===== src/rtl/snake_pkg.sv =====
// Shared types and constants for the snake move scheduler.
package snake_pkg;

    localparam int unsigned COORD_W    = 6;
    localparam int unsigned GRID_W_DEF = 40;
    localparam int unsigned GRID_H_DEF = 30;

    typedef enum logic [1:0] {
        UP    = 2'd0,
        DOWN  = 2'd1,
        LEFT  = 2'd2,
        RIGHT = 2'd3
    } dir_t;

    typedef enum logic [2:0] {
        StIdle,
        StWaitTick,
        StCompute,
        StCheck,
        StCommit,
        StDead
    } state_t;

    // Encoding pairs opposite directions on bit 0.
    function automatic dir_t dir_opposite(input dir_t d);
        return dir_t'(d ^ 2'b01);
    endfunction

endpackage


===== src/rtl/snake_tick_div.sv =====
// Move-rate divider: emits a 1-cycle tick every period_i enabled cycles.
module snake_tick_div #(
    parameter int unsigned CNT_W = 3
) (
    input  logic           clk_i,
    input  logic           reset_i,
    input  logic           enable_i,
    input  logic [CNT_W:0] period_i,
    output logic           tick_o
);

    logic [CNT_W-1:0] cnt_q, cnt_d;
    logic [CNT_W-1:0] last_q, last_d;
    logic             restart;

    assign tick_o  = enable_i && (cnt_q == last_q);
    assign restart = !enable_i || tick_o;

    // Period is captured only when the count restarts, so a mid-count speed change
    // takes effect on the next interval.
    always_comb begin
        cnt_d  = cnt_q + 1'b1;
        last_d = last_q;
        if (restart) begin
            cnt_d  = '0;
            last_d = CNT_W'(period_i - 1'b1);
        end
    end

    always_ff @(posedge clk_i or posedge reset_i) begin
        if (reset_i) begin
            cnt_q  <= '0;
            last_q <= '0;
        end else begin
            cnt_q  <= cnt_d;
            last_q <= last_d;
        end
    end

endmodule


===== src/rtl/snake_move_scheduler.sv =====
// Snake move scheduler: paces head moves, arbitrates direction and screens each
// candidate head cell against the walls and the body before committing it.
module snake_move_scheduler
    import snake_pkg::*;
#(
    parameter int unsigned GRID_W    = GRID_W_DEF,
    parameter int unsigned GRID_H    = GRID_H_DEF,
    parameter int unsigned TICK_BASE = 2_500_000
) (
    input  logic               clk_i,
    input  logic               reset_i,
    input  logic               playing_i,
    input  logic               btn_up_i,
    input  logic               btn_down_i,
    input  logic               btn_left_i,
    input  logic               btn_right_i,
    input  logic [1:0]         speed_sel_i,
    input  logic [COORD_W-1:0] food_x_i,
    input  logic [COORD_W-1:0] food_y_i,
    output logic               check_req_o,
    output logic [COORD_W-1:0] check_x_o,
    output logic [COORD_W-1:0] check_y_o,
    input  logic               check_ack_i,
    input  logic               body_hit_i,
    output logic               shift_o,
    output logic               grow_o,
    output logic [COORD_W-1:0] head_x_o,
    output logic [COORD_W-1:0] head_y_o,
    output logic [1:0]         dir_o,
    output logic               collision_o
);

    localparam int unsigned CNT_W = (TICK_BASE > 1) ? $clog2(TICK_BASE) : 1;
    localparam logic [COORD_W-1:0] CTR_X = COORD_W'(GRID_W / 2);
    localparam logic [COORD_W-1:0] CTR_Y = COORD_W'(GRID_H / 2);
    localparam logic [COORD_W-1:0] MAX_X = COORD_W'(GRID_W - 1);
    localparam logic [COORD_W-1:0] MAX_Y = COORD_W'(GRID_H - 1);

    state_t             state_q, state_d;
    logic [COORD_W-1:0] head_x_q, head_x_d, head_y_q, head_y_d;
    logic [COORD_W-1:0] cand_x_q, cand_x_d, cand_y_q, cand_y_d;
    dir_t               dir_q, dir_d, pending_q, pending_d, cand_dir_q, cand_dir_d;
    logic               check_req_q, check_req_d;
    logic               shift_q, shift_d, grow_q, grow_d, collision_q, collision_d;

    logic               tick, tick_en, oob, req_vld;
    dir_t               req_dir;
    logic [31:0]        period_raw;
    logic [CNT_W:0]     period;

    // Fast speeds on a small base would shift the period to zero; hold it at one cycle.
    always_comb begin
        period_raw = TICK_BASE >> speed_sel_i;
        period     = (period_raw == 32'd0) ? (CNT_W+1)'(1) : (CNT_W+1)'(period_raw);
    end

    assign tick_en = (state_q == StWaitTick) && playing_i;

    snake_tick_div #(
        .CNT_W(CNT_W)
    ) u_tick_div (
        .clk_i   (clk_i),
        .reset_i (reset_i),
        .enable_i(tick_en),
        .period_i(period),
        .tick_o  (tick)
    );

    always_comb begin
        state_d     = state_q;
        head_x_d    = head_x_q;
        head_y_d    = head_y_q;
        dir_d       = dir_q;
        pending_d   = pending_q;
        cand_x_d    = cand_x_q;
        cand_y_d    = cand_y_q;
        cand_dir_d  = cand_dir_q;
        check_req_d = 1'b0;
        shift_d     = 1'b0;
        grow_d      = 1'b0;
        collision_d = 1'b0;
        oob         = 1'b0;
        req_vld     = 1'b1;
        req_dir     = RIGHT;

        if (btn_up_i)         req_dir = UP;
        else if (btn_down_i)  req_dir = DOWN;
        else if (btn_left_i)  req_dir = LEFT;
        else if (btn_right_i) req_dir = RIGHT;
        else                  req_vld = 1'b0;

        if (state_q != StIdle && req_vld && req_dir != dir_opposite(dir_q)) begin
            pending_d = req_dir;
        end

        unique case (state_q)
            StIdle: if (playing_i) state_d = StWaitTick;
            StWaitTick: if (tick) state_d = StCompute;
            StCompute: begin
                cand_dir_d = pending_q;
                cand_x_d   = head_x_q;
                cand_y_d   = head_y_q;
                unique case (pending_q)
                    UP: begin
                        oob      = (head_y_q == '0);
                        cand_y_d = head_y_q - 1'b1;
                    end
                    DOWN: begin
                        oob      = (head_y_q == MAX_Y);
                        cand_y_d = head_y_q + 1'b1;
                    end
                    LEFT: begin
                        oob      = (head_x_q == '0);
                        cand_x_d = head_x_q - 1'b1;
                    end
                    RIGHT: begin
                        oob      = (head_x_q == MAX_X);
                        cand_x_d = head_x_q + 1'b1;
                    end
                endcase
                if (oob) begin
                    state_d     = StDead;
                    collision_d = 1'b1;
                end else begin
                    state_d     = StCheck;
                    check_req_d = 1'b1;
                end
            end
            StCheck: begin
                check_req_d = 1'b1;
                if (check_ack_i) begin
                    check_req_d = 1'b0;
                    if (body_hit_i) begin
                        state_d     = StDead;
                        collision_d = 1'b1;
                    end else begin
                        state_d  = StCommit;
                        head_x_d = cand_x_q;
                        head_y_d = cand_y_q;
                        dir_d    = cand_dir_q;
                        grow_d   = (cand_x_q == food_x_i) && (cand_y_q == food_y_i);
                        shift_d  = !grow_d;
                    end
                end
            end
            StCommit: state_d = StWaitTick;
            StDead: if (!playing_i) state_d = StIdle;
            default: state_d = StIdle;
        endcase

        // Leaving play aborts whatever step is in flight without side effects.
        if (!playing_i) begin
            state_d     = StIdle;
            check_req_d = 1'b0;
            shift_d     = 1'b0;
            grow_d      = 1'b0;
            collision_d = 1'b0;
        end

        if (state_d == StIdle) begin
            head_x_d  = CTR_X;
            head_y_d  = CTR_Y;
            dir_d     = RIGHT;
            pending_d = RIGHT;
        end
    end

    always_ff @(posedge clk_i or posedge reset_i) begin
        if (reset_i) begin
            state_q     <= StIdle;
            head_x_q    <= CTR_X;
            head_y_q    <= CTR_Y;
            dir_q       <= RIGHT;
            pending_q   <= RIGHT;
            cand_x_q    <= CTR_X;
            cand_y_q    <= CTR_Y;
            cand_dir_q  <= RIGHT;
            check_req_q <= 1'b0;
            shift_q     <= 1'b0;
            grow_q      <= 1'b0;
            collision_q <= 1'b0;
        end else begin
            state_q     <= state_d;
            head_x_q    <= head_x_d;
            head_y_q    <= head_y_d;
            dir_q       <= dir_d;
            pending_q   <= pending_d;
            cand_x_q    <= cand_x_d;
            cand_y_q    <= cand_y_d;
            cand_dir_q  <= cand_dir_d;
            check_req_q <= check_req_d;
            shift_q     <= shift_d;
            grow_q      <= grow_d;
            collision_q <= collision_d;
        end
    end

    assign check_req_o = check_req_q;
    assign check_x_o   = cand_x_q;
    assign check_y_o   = cand_y_q;
    assign shift_o     = shift_q;
    assign grow_o      = grow_q;
    assign head_x_o    = head_x_q;
    assign head_y_o    = head_y_q;
    assign dir_o       = dir_q;
    assign collision_o = collision_q;

endmodule

===== config.mk =====
export PLATFORM = sky130hd
export DESIGN_NAME = snake_move_scheduler
export DESIGN_NICKNAME = d
export VERILOG_FILES = /design/src/rtl/snake_pkg.sv /design/src/rtl/snake_tick_div.sv /design/src/rtl/snake_move_scheduler.sv
export SDC_FILE = /design/constraint.sdc
export NUM_CORES = 1
export LEC_CHECK = 0
export BUFFER_PORTS_ARGS = -buffer_cell sky130_fd_sc_hd__buf_4
export CAP_MARGIN = 30
export CORE_ASPECT_RATIO = 1.5
export CORE_MARGIN = 2
export CORE_UTILIZATION = 50
export CTS_BUF_LIST = sky130_fd_sc_hd__clkbuf_16
export CTS_CLUSTER_DIAMETER = 200
export DETAILED_ROUTE_END_ITERATION = 8
export GPL_ROUTABILITY_DRIVEN = 0
export PLACE_DENSITY_LB_ADDON = 0.05
export SYNTH_ARGS = -nofsm -noshare
export SYNTH_HDL_FRONTEND = slang
export SYNTH_HIERARCHICAL = 1
export SYNTH_SLANG_ARGS = --single-unit

===== constraint.sdc =====
create_clock -name clk_i -period 2.8 [get_ports clk_i]
set_input_delay 0.14 -clock clk_i [delete_from_list [all_inputs] [get_ports clk_i]]
set_output_delay 0.14 -clock clk_i [all_outputs]
set_load 0.1 [all_outputs]

==> results.txt <==
- Status: complete, no violations
* Synthesis-stage register bit count: 81
- First-pass GRT wire length: 19.1 mm
* Worst-Margin Slew: 0.879 ns
- Async set-reset flop share out of synthesis: 100%
* Number of placed cells counting well taps: 682
* Fin Setup TNS: 0 ns
* Final worst clock skew: 0.00999 ns
* Wl on met1: ~4.3 mm
- At the worst endpoint, the required time is 2.99 ns.
* Clock transition time at the flip-flop clock pins of the worst setup and hold paths: 0.06 ns
- Global routing used 22.5% of the available tracks across all layers.
* Net total in the final layout: 621
* Input/output buffers: 52
- Number of distinct library cells after synthesis: 54
* Worst reg2reg setup slack: around 0.3 ns
- Post-CTS repair changed the size of 0 cells.
- At the later pin of the worst-skew pair, clock insertion delay measures 0.34 ns.
* First-pass iteration count of the detailed router: 4
- The number of antenna diodes in the final layout is 0.
* Logic depth of the worst path, buffers included: 7
* Number of flops mapped to enable cells by yosys: 0
- Placed instance area: 5500 sq um
* Synthesized cell area: 4920 sq um
- RSZ-0062 raised after global routing: false
* Register-to-Register Path Depth: 7
* Post-Route WL: 11.4 mm
* Number of vias after detailed routing: 3889
- In this design, the stage delay of the slowest critical-path cell is 0.57 ns.
- Once layout is complete, the cells apart from fillers number between 600 and 700.
- Along the worst path, the maximum fanout reaches 6.
- CTS buffer count: 9
- In this run the standard cell core region covers 9630 sq um.
- Cell Pwr Density: 488 nW/um^2
* Lkg Pwr: 2.56 nW
- The worst setup path is captured at a register.
* Die X-Extent: ~85 microns
- Measured against its own limit, the worst slew margin works out to 41.4%.
- Number of endpoints failing setup at the final stage: 0
- Fraction of final layout cells sized beyond drive strength 1: 22.3%
* Final worst setup slack: 0.300 ns
- In this run the core area contains 44 standard-cell rows.
- Startpoint Class: register
* Io pins: between 50 and 60
- Across the run, the number of max-cap violations was 0.
* Place WS: 0.0408 ns
* Critical path buffer and inverter count: 0
* Synthesis warning total: 6
- The count of nets left with antenna violations once routing finished came out at 0.
* Top layer reached by signal wires: met4
- The layout has 862 filler cells.
- IR analysis of the VDD net gives a maximum drop of 397 uV.
* Pins over their slew limit: 0
* Post-CTS setup buffer count: 0
- After detailed routing, the average wire length per cell comes to 16.3 microns.
- Counting along the longest clock path gives a buffer depth of 2.
* Clock period minus final worst setup slack: 2.50 ns
- Critical path origin: pending_q[1]
- Type of the tightest min-delay check: in2reg
* Number of instances in the synthesized netlist: 519
* Relative area change from synthesis to final layout: 18.2%
- The share of the Yosys chip area taken by registers is about two fifths.
* DR DRC count: 0
* Avg Cell Area, Syn: approximately 9.5 sq um
- Slowest cell on crit path: sky130_fd_sc_hd__or4_1
- The number of hold buffers added after CTS was 1.
- The total overflow left after global routing is 0.
- Length of routed met3 wiring: 384 microns
* Via count of the first global-routing pass: about 4000
* Maximum clock frequency: 400 MHz
- Synth Flop Type: sky130_fd_sc_hd__dfrtp_1
- CTS tree: yes
* Area of the die: between 10000 and 15000 sq um
- Vertical die dimension: ~130 microns
* Max H-tree Level: 3
- Detailed-routed wire length on met2: 6.36 mm
- Destination of the worst register-to-register timing path: check_x_o[5]
- Among cell families on the critical path, the largest total delay comes from simple AND/OR/NAND/NOR gates.
* Critical Setup Path Class: reg2reg
- Final period util: roughly nine tenths
* Number of clock sinks: 81
- Number of antenna violations at the first check in global routing: 0
- Count of routing violations after the opening detailed-route iteration: 160
* Hpwl dp: 8.48 mm
- CTS Root Cell: sky130_fd_sc_hd__clkbuf_16
* Maximum number of pins on one net before global-route repair: 45
- The critical path ends at check_x_o[5].
- For the worst setup path, the data arrival time is 2.69 ns.
* Initial Util: 51.1%
- Once layout is done, the placed cells without fillers occupy 5820 sq um.
- Final Hold Viols: 0
- Traced cell by cell, the critical path runs through nand2_1 > ha_1 > o21ai_0 > nor4b_1 > or4_1 > xnor2_1 > o21ai_1.
- Using the TritonRoute via totals, the vias-per-cell ratio works out to 5.56.
* FF-to-FF Start: pending_q[1]
==> registers in the layout (all words and copies together) (netlist names) <==
name,cells
grow_o,1
check_y_o,6
head_x_o,6
cand_dir_q,2
collision_o,1
pending_q,2
head_y_o,6
check_x_o,6
u_tick_div/last_q,22
dir_o,2
state_q,3
check_req_o,1
u_tick_div/cnt_q,22
shift_o,1
==> cells in the mapped netlist (2+ instances only) <==
cell	count	area (sq um)
sky130_fd_sc_hd__mux2i_1	6	60.1
sky130_fd_sc_hd__nor4_1	15	93.8
sky130_fd_sc_hd__ha_1	17	213
sky130_fd_sc_hd__nor4b_1	2	17.5
sky130_fd_sc_hd__a21oi_1	21	105
sky130_fd_sc_hd__or4_1	3	22.5
sky130_fd_sc_hd__buf_4	2	15.0
sky130_fd_sc_hd__buf_1	2	7.51
sky130_fd_sc_hd__dfrtp_1	63	1580
sky130_fd_sc_hd__xor2_1	37	324
sky130_fd_sc_hd__o21ai_1	3	15.0
sky130_fd_sc_hd__nor2b_1	2	12.5
sky130_fd_sc_hd__clkbuf_1	13	48.8
sky130_fd_sc_hd__a211o_1	2	17.5
sky130_fd_sc_hd__buf_2	4	20.0
sky130_fd_sc_hd__nand2b_1	8	50.1
sky130_fd_sc_hd__o21ai_0	12	60.1
sky130_fd_sc_hd__and3_1	5	31.3
sky130_fd_sc_hd__nor3_1	18	90.1
sky130_fd_sc_hd__xnor2_1	45	394
sky130_fd_sc_hd__or3_1	4	25.0
sky130_fd_sc_hd__buf_6	2	22.5
sky130_fd_sc_hd__o211ai_1	3	22.5
sky130_fd_sc_hd__nor2_1	45	169
sky130_fd_sc_hd__and4_1	3	26.3
sky130_fd_sc_hd__nand4_1	12	75.1
sky130_fd_sc_hd__or2_2	2	12.5
sky130_fd_sc_hd__nand3_1	20	100
sky130_fd_sc_hd__nand2_1	62	233
sky130_fd_sc_hd__a21o_1	4	30.0
sky130_fd_sc_hd__a211oi_1	2	15.0
sky130_fd_sc_hd__mux2_2	20	225
sky130_fd_sc_hd__fa_1	2	40.0
sky130_fd_sc_hd__dfstp_2	18	473
sky130_fd_sc_hd__o41ai_1	2	17.5
sky130_fd_sc_hd__inv_1	20	75.1
==> final cells by class <==
type	instances	area, sq um	share of cell area (%)
inverter	20	75.1	1.29
multi-input combinational	397	2700	46.4
clock buffer	9	225	3.87
sequential	81	2050	35.2
timing repair buffer	70	541	9.29
clock inverter	7	85.1	1.46
tap	115	144	2.47
==> report_power, final <==
part	internal [W]	switching [W]
sequential	0.00121	0.0000290
clock	0.000773	0.000466
combinational	0.000163	0.000196
==> cell usage in the layout (no fill, tap or decap), types with 3 or more instances in the layout <==
cell type                   count
sky130_fd_sc_hd__dfstp_2       18
sky130_fd_sc_hd__a21o_1         4
sky130_fd_sc_hd__dfrtp_1       63
sky130_fd_sc_hd__nand2_1       62
sky130_fd_sc_hd__and4_1         3
sky130_fd_sc_hd__a21oi_1       21
sky130_fd_sc_hd__mux2i_1        6
sky130_fd_sc_hd__xor2_1        37
sky130_fd_sc_hd__inv_1         21
sky130_fd_sc_hd__or3_1          4
sky130_fd_sc_hd__clkbuf_16      9
sky130_fd_sc_hd__ha_1          16
sky130_fd_sc_hd__or4_1          3
sky130_fd_sc_hd__nand2b_1       8
sky130_fd_sc_hd__o21ai_0       12
sky130_fd_sc_hd__conb_1         3
sky130_fd_sc_hd__nand3_1       20
sky130_fd_sc_hd__nor4_1        14
sky130_fd_sc_hd__nor2_1        45
sky130_fd_sc_hd__and3_1         5
sky130_fd_sc_hd__nor3_1        18
sky130_fd_sc_hd__mux2_2        20
sky130_fd_sc_hd__xnor2_1       45
sky130_fd_sc_hd__o21ai_1        3
sky130_fd_sc_hd__buf_4         68
sky130_fd_sc_hd__o211ai_1       3
sky130_fd_sc_hd__nand4_1       12
==> worst reg2reg max path: stages (launching register included) <==
cell and delay [ns]:
sky130_fd_sc_hd__dfstp_2 0.54, sky130_fd_sc_hd__nand2_1 0.18, sky130_fd_sc_hd__ha_1 0.39, sky130_fd_sc_hd__o21ai_0 0.34, sky130_fd_sc_hd__nor4b_1 0.10, sky130_fd_sc_hd__or4_1 0.57, sky130_fd_sc_hd__xnor2_1 0.17, sky130_fd_sc_hd__o21ai_1 0.07
==> cell families (layout without fill, tap and decap cells) <==
| logic type | count (synthesis) | after routing | synth area share [%] |
|---|---|---|---|
| xor+xnor | 82 | 82 | 14.6 |
| flops | 81 | 81 | 41.6 |
| buf+inv | 43 | 106 | 3.84 |
| other cells | 1 | 3 | 0.0762 |
| fa+ha+maj | 19 | 19 | 5.13 |
| compound gates | 58 | 58 | 7.73 |
| simple gates | 208 | 208 | 21.0 |
| mux | 27 | 27 | 6.02 |
==> routing by layer <==
| layer | GRT usage (%) | vias up |
|---|---|---|
| met1 | 24.6 | 1896 |
| met2 | 42.0 | 66 |
| met4 | 8.40 | 0 |
| met3 | 4.36 | 22 |
| met5 | 0 | - |
| li1 | - | 1905 |
==> metrics by stage <==
stage | power [W] | util (%) | hold slack [ns]
floorplan | 0.00151 | - | 0.306
CTS | 0.00287 | 60.4 | 0.0569
global placement | 0.00161 | 57.1 | 0.292
finish | 0.00284 | 60.4 | 0.0679
global route | 0.00295 | 60.4 | 0.0685
detailed placement | 0.00162 | 57.1 | 0.300
==> worst min path at each step <==
stage,to,from,cells past startpoint,slack [ns]
floorplan,check_req_o,reset_i,1,0.31
global placement,check_y_o[5],reset_i,3,0.29
detailed placement,check_y_o[5],reset_i,3,0.30
CTS,shift_o,playing_i,3,0.06
global route,shift_o,playing_i,3,0.07
finish,shift_o,playing_i,3,0.07
(Power assumes the default switching activity.)
